<file path="config.mk">
export PLATFORM = sky130hd
export DESIGN_NAME = mul_unit
export DESIGN_NICKNAME = d
export VERILOG_FILES = /design/src/rtl/mul_unit.sv
export SDC_FILE = /design/constraint.sdc
export NUM_CORES = 1
export LEC_CHECK = 0
export BUFFER_PORTS_ARGS = -buffer_cell sky130_fd_sc_hd__buf_2
export CAP_MARGIN = 15
export CELL_PAD_IN_SITES_DETAIL_PLACEMENT = 1
export CELL_PAD_IN_SITES_GLOBAL_PLACEMENT = 2
export CORE_ASPECT_RATIO = 0.6
export CORE_MARGIN = 5
export CORE_UTILIZATION = 34
export CTS_CLUSTER_DIAMETER = 150
export DETAILED_ROUTE_END_ITERATION = 6
export GPL_TIMING_DRIVEN = 0
export HOLD_SLACK_MARGIN = 0.15
export PLACE_DENSITY = 0.82
export SLEW_MARGIN = 20
export SYNTH_ARGS = -nofsm -noshare
export SYNTH_HDL_FRONTEND = slang
export SYNTH_SLANG_ARGS = --single-unit
</file>
<file path="constraint.sdc">
create_clock -name clk -period 4.7 [get_ports clk]
set_input_delay 0.47 -clock clk [delete_from_list [all_inputs] [get_ports clk]]
set_output_delay 0.47 -clock clk [all_outputs]
set_load 0.1 [all_outputs]
</file>
<file path="src/rtl/mul_unit.sv">
// Radix-2 shift-add multiplier returning the low 64 bits of a*b with a single-cycle write-back pulse.
// Optional macro MUL_UNIT_EARLY_EXIT_EN ends the iteration once the remaining multiplier bits are zero.
module mul_unit #(
  parameter int DATA_W = 64
) (
  input  logic              clk,
  input  logic              reset,
  input  logic              start,
  input  logic [DATA_W-1:0] a,
  input  logic [DATA_W-1:0] b,
  input  logic [4:0]        rd,
  output logic              busy,
  output logic              wb_valid,
  output logic [4:0]        wb_reg,
  output logic [DATA_W-1:0] wb_data
);

  typedef enum logic [1:0] {
    IDLE = 2'd0,
    RUN  = 2'd1,
    DONE = 2'd2
  } state_t;

  state_t            state_q, state_d;
  logic [DATA_W-1:0] acc_q, acc_d;
  logic [DATA_W-1:0] mcand_q, mcand_d;
  logic [DATA_W-1:0] mplier_q, mplier_d;
  logic [5:0]        cnt_q, cnt_d;
  logic [4:0]        rd_q, rd_d;
  logic              busy_q, busy_d;
  logic              wb_valid_q, wb_valid_d;
  logic [4:0]        wb_reg_q, wb_reg_d;
  logic [DATA_W-1:0] wb_data_q, wb_data_d;

  logic [DATA_W-1:0] partial;
  logic [DATA_W-1:0] mplier_sh;
  logic              last_iter;

  always_comb begin
    partial   = acc_q + (mplier_q[0] ? mcand_q : '0);
    mplier_sh = mplier_q >> 1;
`ifdef MUL_UNIT_EARLY_EXIT_EN
    last_iter = (cnt_q == 6'd63) || (mplier_sh == '0);
`else
    last_iter = (cnt_q == 6'd63);
`endif
  end

  always_comb begin
    state_d    = state_q;
    acc_d      = acc_q;
    mcand_d    = mcand_q;
    mplier_d   = mplier_q;
    cnt_d      = cnt_q;
    rd_d       = rd_q;
    busy_d     = busy_q;
    wb_valid_d = 1'b0;
    wb_reg_d   = wb_reg_q;
    wb_data_d  = wb_data_q;
    case (state_q)
      IDLE: begin
        if (start) begin
          mcand_d  = a;
          mplier_d = b;
          rd_d     = rd;
          acc_d    = '0;
          cnt_d    = 6'd0;
          busy_d   = 1'b1;
          state_d  = RUN;
        end
      end
      RUN: begin
        acc_d    = partial;
        mcand_d  = mcand_q << 1;
        mplier_d = mplier_sh;
        cnt_d    = cnt_q + 6'd1;
        if (last_iter) begin
          // Register 31 is the hard-wired zero register: result computed, write suppressed.
          wb_data_d  = partial;
          wb_reg_d   = rd_q;
          wb_valid_d = (rd_q != 5'd31);
          state_d    = DONE;
        end
      end
      DONE: begin
        busy_d  = 1'b0;
        state_d = IDLE;
      end
      default: begin
        busy_d  = 1'b0;
        state_d = IDLE;
      end
    endcase
  end

  always_ff @(posedge clk) begin
    if (!reset) begin
      state_q    <= IDLE;
      acc_q      <= '0;
      mcand_q    <= '0;
      mplier_q   <= '0;
      cnt_q      <= 6'd0;
      rd_q       <= 5'd0;
      busy_q     <= 1'b0;
      wb_valid_q <= 1'b0;
      wb_reg_q   <= 5'd0;
      wb_data_q  <= '0;
    end else begin
      state_q    <= state_d;
      acc_q      <= acc_d;
      mcand_q    <= mcand_d;
      mplier_q   <= mplier_d;
      cnt_q      <= cnt_d;
      rd_q       <= rd_d;
      busy_q     <= busy_d;
      wb_valid_q <= wb_valid_d;
      wb_reg_q   <= wb_reg_d;
      wb_data_q  <= wb_data_d;
    end
  end

  assign busy     = busy_q;
  assign wb_valid = wb_valid_q;
  assign wb_reg   = wb_reg_q;
  assign wb_data  = wb_data_q;

endmodule
</file>
**After elaboration in Yosys (flattened, before gate mapping)**

Cells that the tools add are included.

- Bits in registers: 276
- Input bits: 136
- Word-level logic and storage cells: 40

- Add/sub/neg operators: 2
- Equality and inequality tests: 5
- Mux-type cells: 14
- Bitwise logic cells: 1
- Reduce and logical (&&, ||, !) cells: 8

Operators with widths:

| operator | count |
|---|---|
| $pmux W64 S2 | 3 |
| $mux W64 | 4 |
| $add A64 B64 Y64 | 1 |
| $pmux W6 S2 | 1 |
| $reduce_and A2 Y1 | 5 |
| $add A6 B1 Y6 const B | 1 |
| $eq A6 B6 Y1 const B | 1 |
| $mux W6 | 1 |
| $ne A5 B5 Y1 const B | 1 |
| $mux W2 | 2 |
| $ne A2 B2 Y1 const B | 2 |
| $pmux W2 S2 | 1 |
| $reduce_and A3 Y1 | 1 |
| $eq A2 B1 Y1 const B | 1 |
| $logic_not A2 Y1 | 1 |
| $pmux W1 S2 | 1 |
| $reduce_bool A2 Y1 | 1 |
| $mux W1 | 1 |
| $not A1 Y1 | 1 |

**Logic depth before layout (Yosys ltp)**

Gate-level depths: netlist of the first run.

- Depth in word-level cells: 3
- Mapped depth: 14
- Gate-level depth less buffers: 13

**Worst setup path before layout of the first run**

Ideal clock, no wire load.

- Path kind: flip-flop to flip-flop
- Start point: reg mplier_q[0]
- End point: reg wb_data_q[62] (netlist: wb_data[62])
- Arrival: 3217 ps
- Data required time: 4626 ps
- Slack: 1408 ps
- Stages on the path, launching flop included: 15
- Path buffers: 3
- Period minus slack after synthesis: 3292 ps
- Path through: dfxtp_1 clkbuf_1 clkbuf_1 and2_1 ha_1 buf_2 nand4_1 or3_1 or3_1 clkinv_1 nand4_4 a2111oi_4 nor2_2 or4_1 a31oi_1

- Longest elaborated chain between the ends: 2

Ends and longest elaborated chain:

| element | line | source |
|---|---|---|
| from (decl) | 27 | `logic [DATA_W-1:0] mplier_q, mplier_d;` |
| from (signal assigned) | 112 | `mplier_q <= mplier_d;` |
| $mux W64 | 40 | `partial = acc_q + (mplier_q[0] ? mcand_q : '0);` |
| $add A64 B64 Y64 | 40 |  |
| to (signal assigned) | 118 | `wb_data_q <= wb_data_d;` |
| to (decl) | 33 | `logic [DATA_W-1:0] wb_data_q, wb_data_d;` |

Every way passes these cells.
A chain may end at the register's enable or synchronous reset.

**Worst setup path after layout of the first run**

- Start point: reg mplier_q[0]
- End point: reg acc_q[59]

- Longest elaborated chain between the ends: 3

Ends and longest elaborated chain:

| element | line | source |
|---|---|---|
| $mux W64 | 40 |  |
| $add A64 B64 Y64 | 40 |  |
| $pmux W64 S2 | 60 | `case (state_q)` |
| to (signal assigned) | 99 | `acc_q <= '0;` |
| to (signal assigned) | 110 | `acc_q <= acc_d;` |
| to (decl) | 25 | `logic [DATA_W-1:0] acc_q, acc_d;` |

Every way passes these cells.

==> results of run 1 <==
-- metal layers --
layer	wire (um)	track usage	up-vias
met4	1190	0.04601	6
li1	-	-	7052
met3	4213	0.05172	71
met5	35	0	-
met1	28440	0.3565	7231
met2	23500	0.3513	410
-- cells in the mapped netlist, types with 3 or more instances --
cell         n  share of area
nor3b_1      3         0.0016
o21ai_1      3         0.0010
or4_1       12         0.0063
nand2b_1     4         0.0017
nor4_1       5         0.0022
nand3_1     59          0.021
a22o_1      11         0.0067
xor2_1      23          0.014
a21boi_0     7         0.0037
a2111oi_0    3         0.0018
a31oi_1     19         0.0083
a211oi_1     8         0.0042
buf_2       12         0.0042
o21a_1      11         0.0058
o31ai_1      5         0.0026
xnor2_1     35          0.021
o21ai_0     78          0.027
nor3_1      22         0.0077
and3_1       6         0.0026
buf_1       15         0.0039
and4_1       3         0.0018
a21oi_1    138          0.048
clkbuf_1   111          0.029
ha_1        64          0.056
o21bai_1    11         0.0058
nand4_1     30          0.013
nand2_1    193          0.050
and2_1      67          0.029
or3_1        6         0.0026
a21o_1      33          0.017
inv_1       18         0.0047
o211ai_1     8         0.0042
nor2_1     326          0.085
a22oi_1     14         0.0073
o41ai_1      3         0.0018
dfxtp_1    276           0.38
o221ai_1   126          0.077
nor2b_1      6         0.0026
-- worst max-delay path, cell delays in order (launching register included) --
cell and delay, ns:
dfxtp_1 0.33, clkbuf_2 0.40, clkbuf_1 0.41, and2_1 0.20, ha_1 0.31, and2_1 0.23, a2111oi_0 0.59, o41ai_1 0.22
a21o_1 0.28, or4_1 0.48, a211oi_1 0.41, o21ai_0 0.21, a32o_1 0.29
-- placed cells by master, fill, tap and decap left out, types with 30 or more instances in the layout --
| cell | n |
|---|---|
| nand4_1 | 30 |
| o221ai_1 | 126 |
| nor2_1 | 326 |
| and2_1 | 67 |
| a21oi_1 | 138 |
| o21ai_0 | 77 |
| buf_2 | 218 |
| a21o_1 | 33 |
| dfxtp_1 | 276 |
| ha_1 | 64 |
| nand3_1 | 59 |
| nand2_1 | 193 |
| xnor2_1 | 35 |
| clkbuf_1 | 113 |
-- repair_timing --
item,CTS,global route
gates resized for setup,1,5
endpoints found under the setup margin,12,13
pin swaps,0,0
endpoints found under the hold margin,9,0
hold buffers,9,0
-- per-stage QoR --
stage	setup WS (ns)	TNS (ns)
CTS	0.1601	0
finish	0.2170	0
detailed placement	-0.2269	-1.573
global placement	-0.1686	-0.7026
global route	0.009969	0
floorplan	1.408	0
-- layout make-up --
cell class / instances / area (um2)
inverter: 19 / 71.32
antenna: 1 / 2.502
multi-input combinational: 1388 / 8265
sequential: 276 / 5525
timing repair buffer: 215 / 1121
clock inverter: 11 / 203.9
fill: 5166 / 24510
tap: 570 / 713.2
buffer: 138 / 535.5
clock buffer: 41 / 850.8
-- how the worst max path moves through the flow --
stage                  endpoint  cells after the start         from  slack, ns
floorplan           wb_data[62]                     14  mplier_q[0]       1.41
global placement      acc_q[56]                     14  mplier_q[0]      -0.17
detailed placement    acc_q[56]                     14  mplier_q[0]      -0.23
CTS                   acc_q[56]                     14  mplier_q[0]       0.16
global route        wb_data[60]                     14  mplier_q[0]       0.01
finish                acc_q[59]                     12  mplier_q[0]       0.22
-- cell families (layout without fill, tap and decap cells) --
family | after synthesis | after routing | share of synthesized area
adders and majority gates | 65 | 65 | 0.05716
other | 0 | 1 | 0
DFF | 276 | 276 | 0.3848
buffers and inverters | 157 | 424 | 0.04208
and+or+nand+nor | 754 | 754 | 0.2353
AOI/OAI and AO/OA | 511 | 511 | 0.2453
xor gates and xnor gates | 58 | 58 | 0.03537
-- power breakdown --
part / internal [mW] / switching, mW
Sequential: 2.47 / 0.0868
Combinational: 0.237 / 0.469
Clock: 1.54 / 1.06
Total: 4.24 / 1.61
==> results.yml, run 1 <==
route:
  postRouteAntennaNets: 0
  initialDrtViolationCount: 1009
  via_count: 14770
  wl_per_cell_um: 21.58
  firstDrtPassIters: 5
  drc: 0
  wl_mm: 57.38
  avgViaCountPerCell: 5.555
final_layout:
  fin_cells: 2659
  drive_gt1_frac: 0.1384
  final_nets: 2268
  final_core_util: 0.4136
  areaGrowthSynthToFinish_pct: 20.40
  finish.instance_area_um2: 17290
placed_design:
  io_buffers: 206
  gp_congestion: 0.9504
  placed_area_um2: 16110
  dp_hpwl_mm: 44.52
  dp_cells: 2597
run:
  drv_cap: 0
timing:
  rsz0062_at_grt: "false"
  timing.fmax_mhz: 223.1
  hold_violations: 0
  slew_violations: 0
  finalClockSkew_ns: 0.01096
  timing.final.crit_share: 0.9538
  max-slew-margin-rel: 0.2756
  holdWs_ns: 0.1785
  worst_slew_pin_slew_ns: 1.083
  min_period_ns: 4.483
  setup_viol: 0
outcome:
  outcome: "completed"
synth:
  seq_area_frac_synth: 0.3848
  yosysUniqueCellTypes: 76
  yosys_most_used_dff: "dfxtp_1"
  synth_edf_count: 0
  syn_nets: 2022
  ys_seq_elements: 276
  synthCells: 1821
  syn_avg_cell_area_um2: 7.886
  async_flop_share: 0
  synth_warnings: 0
  synth.cell_area_um2: 14360
clock_tree:
  clk_pin_slew_worst_paths_ns: 0.07
  postCtsSetupRepairBufs: 0
  cts.htree.levels: 1
  cts.sinks: 276
  cts_tree: "done"
  ctsLongestPathBuffers: 3
  cts_root_buf: "clkbuf_16"
  cts_buffers: 29
  clkLatencyLatePin_ns: 0.59
hold_path:
  min_from: "a[25]"
  hold_end: "mcand_q[25]"
  hold_class: "in2reg"
  hold_depth: 3
pwr:
  leakagePower_nw: 7.152
  worst_ir_drop_vdd_mv: 0.2454
  powerDensity_nw_per_um2: 338.5
  p_total_mw: 5.853
global_route:
  grt_pass1_vias: 14980
  antenna_found_initial: 4
  grt_pass1_wl_mm: 87.55
  grt_overflow: 0
  grt_max_degree: 16
  grt_use_total: 0.2373
floorplanning:
  die_x_um: 275.3
  die_y_um: 169.2
  start_util: 0.3435
  die_area_um2: 46580
  core_region_area_um2: 41800
  ios: 207
  rows: 58
worst_setup_path:
  worst_setup_path_start_kind: "register"
  criticalPathCategory: "reg2reg"
  cp-end-kind: "register"
  cp.required_ns: 5.18
  critPathMaxFanout: 10
  reg2reg_slack_ns: 0.22
  rr_worst_depth: 12
  worstReg2RegEnd: "acc_q[59]"
  cp.arrival_ns: 4.96
  reg2reg_from: "mplier_q[0]"
No activity file was read; power rests on OpenSTA's default activity.
==> inputs of run 2 (changes only) <==
- REMOVE_ABC_BUFFERS: unset -> 1
==> run 2 against run 1 <==
Net effect:
- count of clock-buffer cells in the layout increased by 4
- critical path depth decreased by 1
- largest power group is now sequential cells
- power decreased by 3.4%
- worst setup slack improved by 0.16 ns
- worst hold slack improved by 0.0080 ns
- utilization decreased by 0.36 points
- first-iteration DRC count decreased by 15%
==> results.yml, run 2 (same netlist as run 1, synthesis figures left out) <==
timing:
  slew_violations: 0
  max-slew-margin-rel: 0.3792
  finalClockSkew_ns: 0.007755
  holdWs_ns: 0.1866
  setup_viol: 0
  setup_slack_ns: 0.3740
  hold_violations: 0
  rsz0062_at_grt: "false"
  timing.fmax_mhz: 231.2
  timing.final.crit_share: 0.9204
  min_period_ns: 4.326
  worst_slew_pin_slew_ns: 0.9302
pwr:
  p_seq_frac: 0.455
  power_frac_clock: 0.427
  leakagePower_nw: 7.126
  powerDensity_nw_per_um2: 329.8
  internal-power_mw: 4.129
  swShare: 0.2696
  worst_ir_drop_vdd_mv: 0.2517
  p_sw_mw: 1.524
  power_frac_comb: 0.118
route:
  initialDrtViolationCount: 861
  wl_per_cell_um: 19.85
  wl_mm: 50.58
  firstDrtPassIters: 5
  drc: 0
  avgViaCountPerCell: 5.454
  via_count: 13900
  postRouteAntennaNets: 0
clock_tree:
  cts.sinks: 276
  postCtsSetupRepairBufs: 0
  cts.htree.levels: 1
  clk_pin_slew_worst_paths_ns: 0.06
  clkLatencyLatePin_ns: 0.58
  cts_buffers: 30
  ctsLongestPathBuffers: 3
  cts_tree: "done"
  cts_root_buf: "clkbuf_16"
worst_setup_path:
  critPathMaxFanout: 65
  setup.worst_path.start: "mplier_q[0]"
  cp.required_ns: 5.13
  reg2reg_from: "mplier_q[0]"
  criticalPathCategory: "reg2reg"
  cp.arrival_ns: 4.76
  cp-end-kind: "register"
  worst_setup_path_start_kind: "register"
global_route:
  grt_pass1_wl_mm: 80.45
  grt_overflow: 0
  antenna_found_initial: 5
  grt_max_degree: 85
  grt_pass1_vias: 14380
  grt_use_total: 0.2104
final_layout:
  final_nets: 2156
  final_cell_mix: "nor2_1, dfxtp_1, buf_2"
  fin_cells: 2548
  drive_gt1_frac: 0.1559
  fillers: 5074
  mostFrequentLayoutCell: "nor2_1"
  regArea_um2: 5529
  areaGrowthSynthToFinish_pct: 19.36
  multiInputGateArea_um2: 8293
placed_design:
  dp_slack_ns: 0.1810
  gp_congestion: 0.8625
  io_buffers: 206
  dp_hpwl_mm: 37.23
  dp_cells: 2486
run:
  drv_cap: 0
floorplanning:
  rows: 58
  die_y_um: 169.2
  start_util: 0.3435
  core_region_area_um2: 41800
  die_area_um2: 46580
  die_x_um: 275.3
  ios: 207
hold_path:
  min_from: "b[57]"
  hold_class: "in2reg"
outcome:
  outcome: "completed"
[run 2: what timing repair did]
action                     4_1_cts  5_1_grt
resized for setup                0        1
setup endpoints to repair        0        1
hold endpoints to repair         7        0
hold buffers                     7        0
[run 2: path summary, 6_finish.rpt]
path / end / slack [ns] / cells past startpoint
min: mplier_q[57] / 0.19 / 3
max: acc_q[60] / 0.37 / 11
min reg2reg: acc_q[57] / 0.45 / 2
max reg2reg: acc_q[60] / 0.37 / 11
[run 2: area by class of cell]
cell class | instances | share of cell area
inverters | 19 | 0.004453
multi-input cells | 1388 | 0.4838
well taps | 570 | 0.04161
repair buffers | 240 | 0.08935
clock inverters | 8 | 0.006132
flip-flops and latches | 276 | 0.3226
clock buffers | 45 | 0.05176
diodes | 2 | 0.0002920
[run 2: worst max-delay path, stage by stage (launching register included)]
cell and delay [ns]:
dfxtp_4 0.80, and2_1 0.25, ha_1 0.28, nor2b_1 0.16, o211a_1 0.24, o31a_1 0.32, o311ai_1 0.66, a21boi_0 0.37
a21bo_2 0.31, a41oi_1 0.49, xor2_1 0.19, o21ai_0 0.09
[run 2: metal layers]
metal  part of all wire  up-vias  global-route usage
li1                   -     6830                   -
met1               0.49     6735              0.3031
met2               0.43      266              0.3312
met3              0.055       56             0.04592
met4              0.016       10             0.03358
met5             0.0011        -                   0
[run 2: power groups by stage]
stage,sequential (mW),combinational (mW),clock (mW)
3_3_place_gp,2.61,0.620,0
6_report,2.57,0.668,2.42
4_1_cts,2.57,0.675,2.48
3_5_place_dp,2.62,0.665,0
2_1_floorplan,2.59,0.400,0
5_1_grt,2.59,0.745,2.57
[run 2: metrics by stage]
stage            util  setup TNS (ns)  instance area (um2)  power, mW
6_report       0.4101               0                17140      5.653
3_3_place_gp   0.3725        -2063.57                15570      3.232
5_1_grt        0.4099               0                17140      5.905
2_1_floorplan       -         -505.97                13830      2.985
4_1_cts        0.4098               0                17130      5.731
3_5_place_dp   0.3843               0                16070      3.287
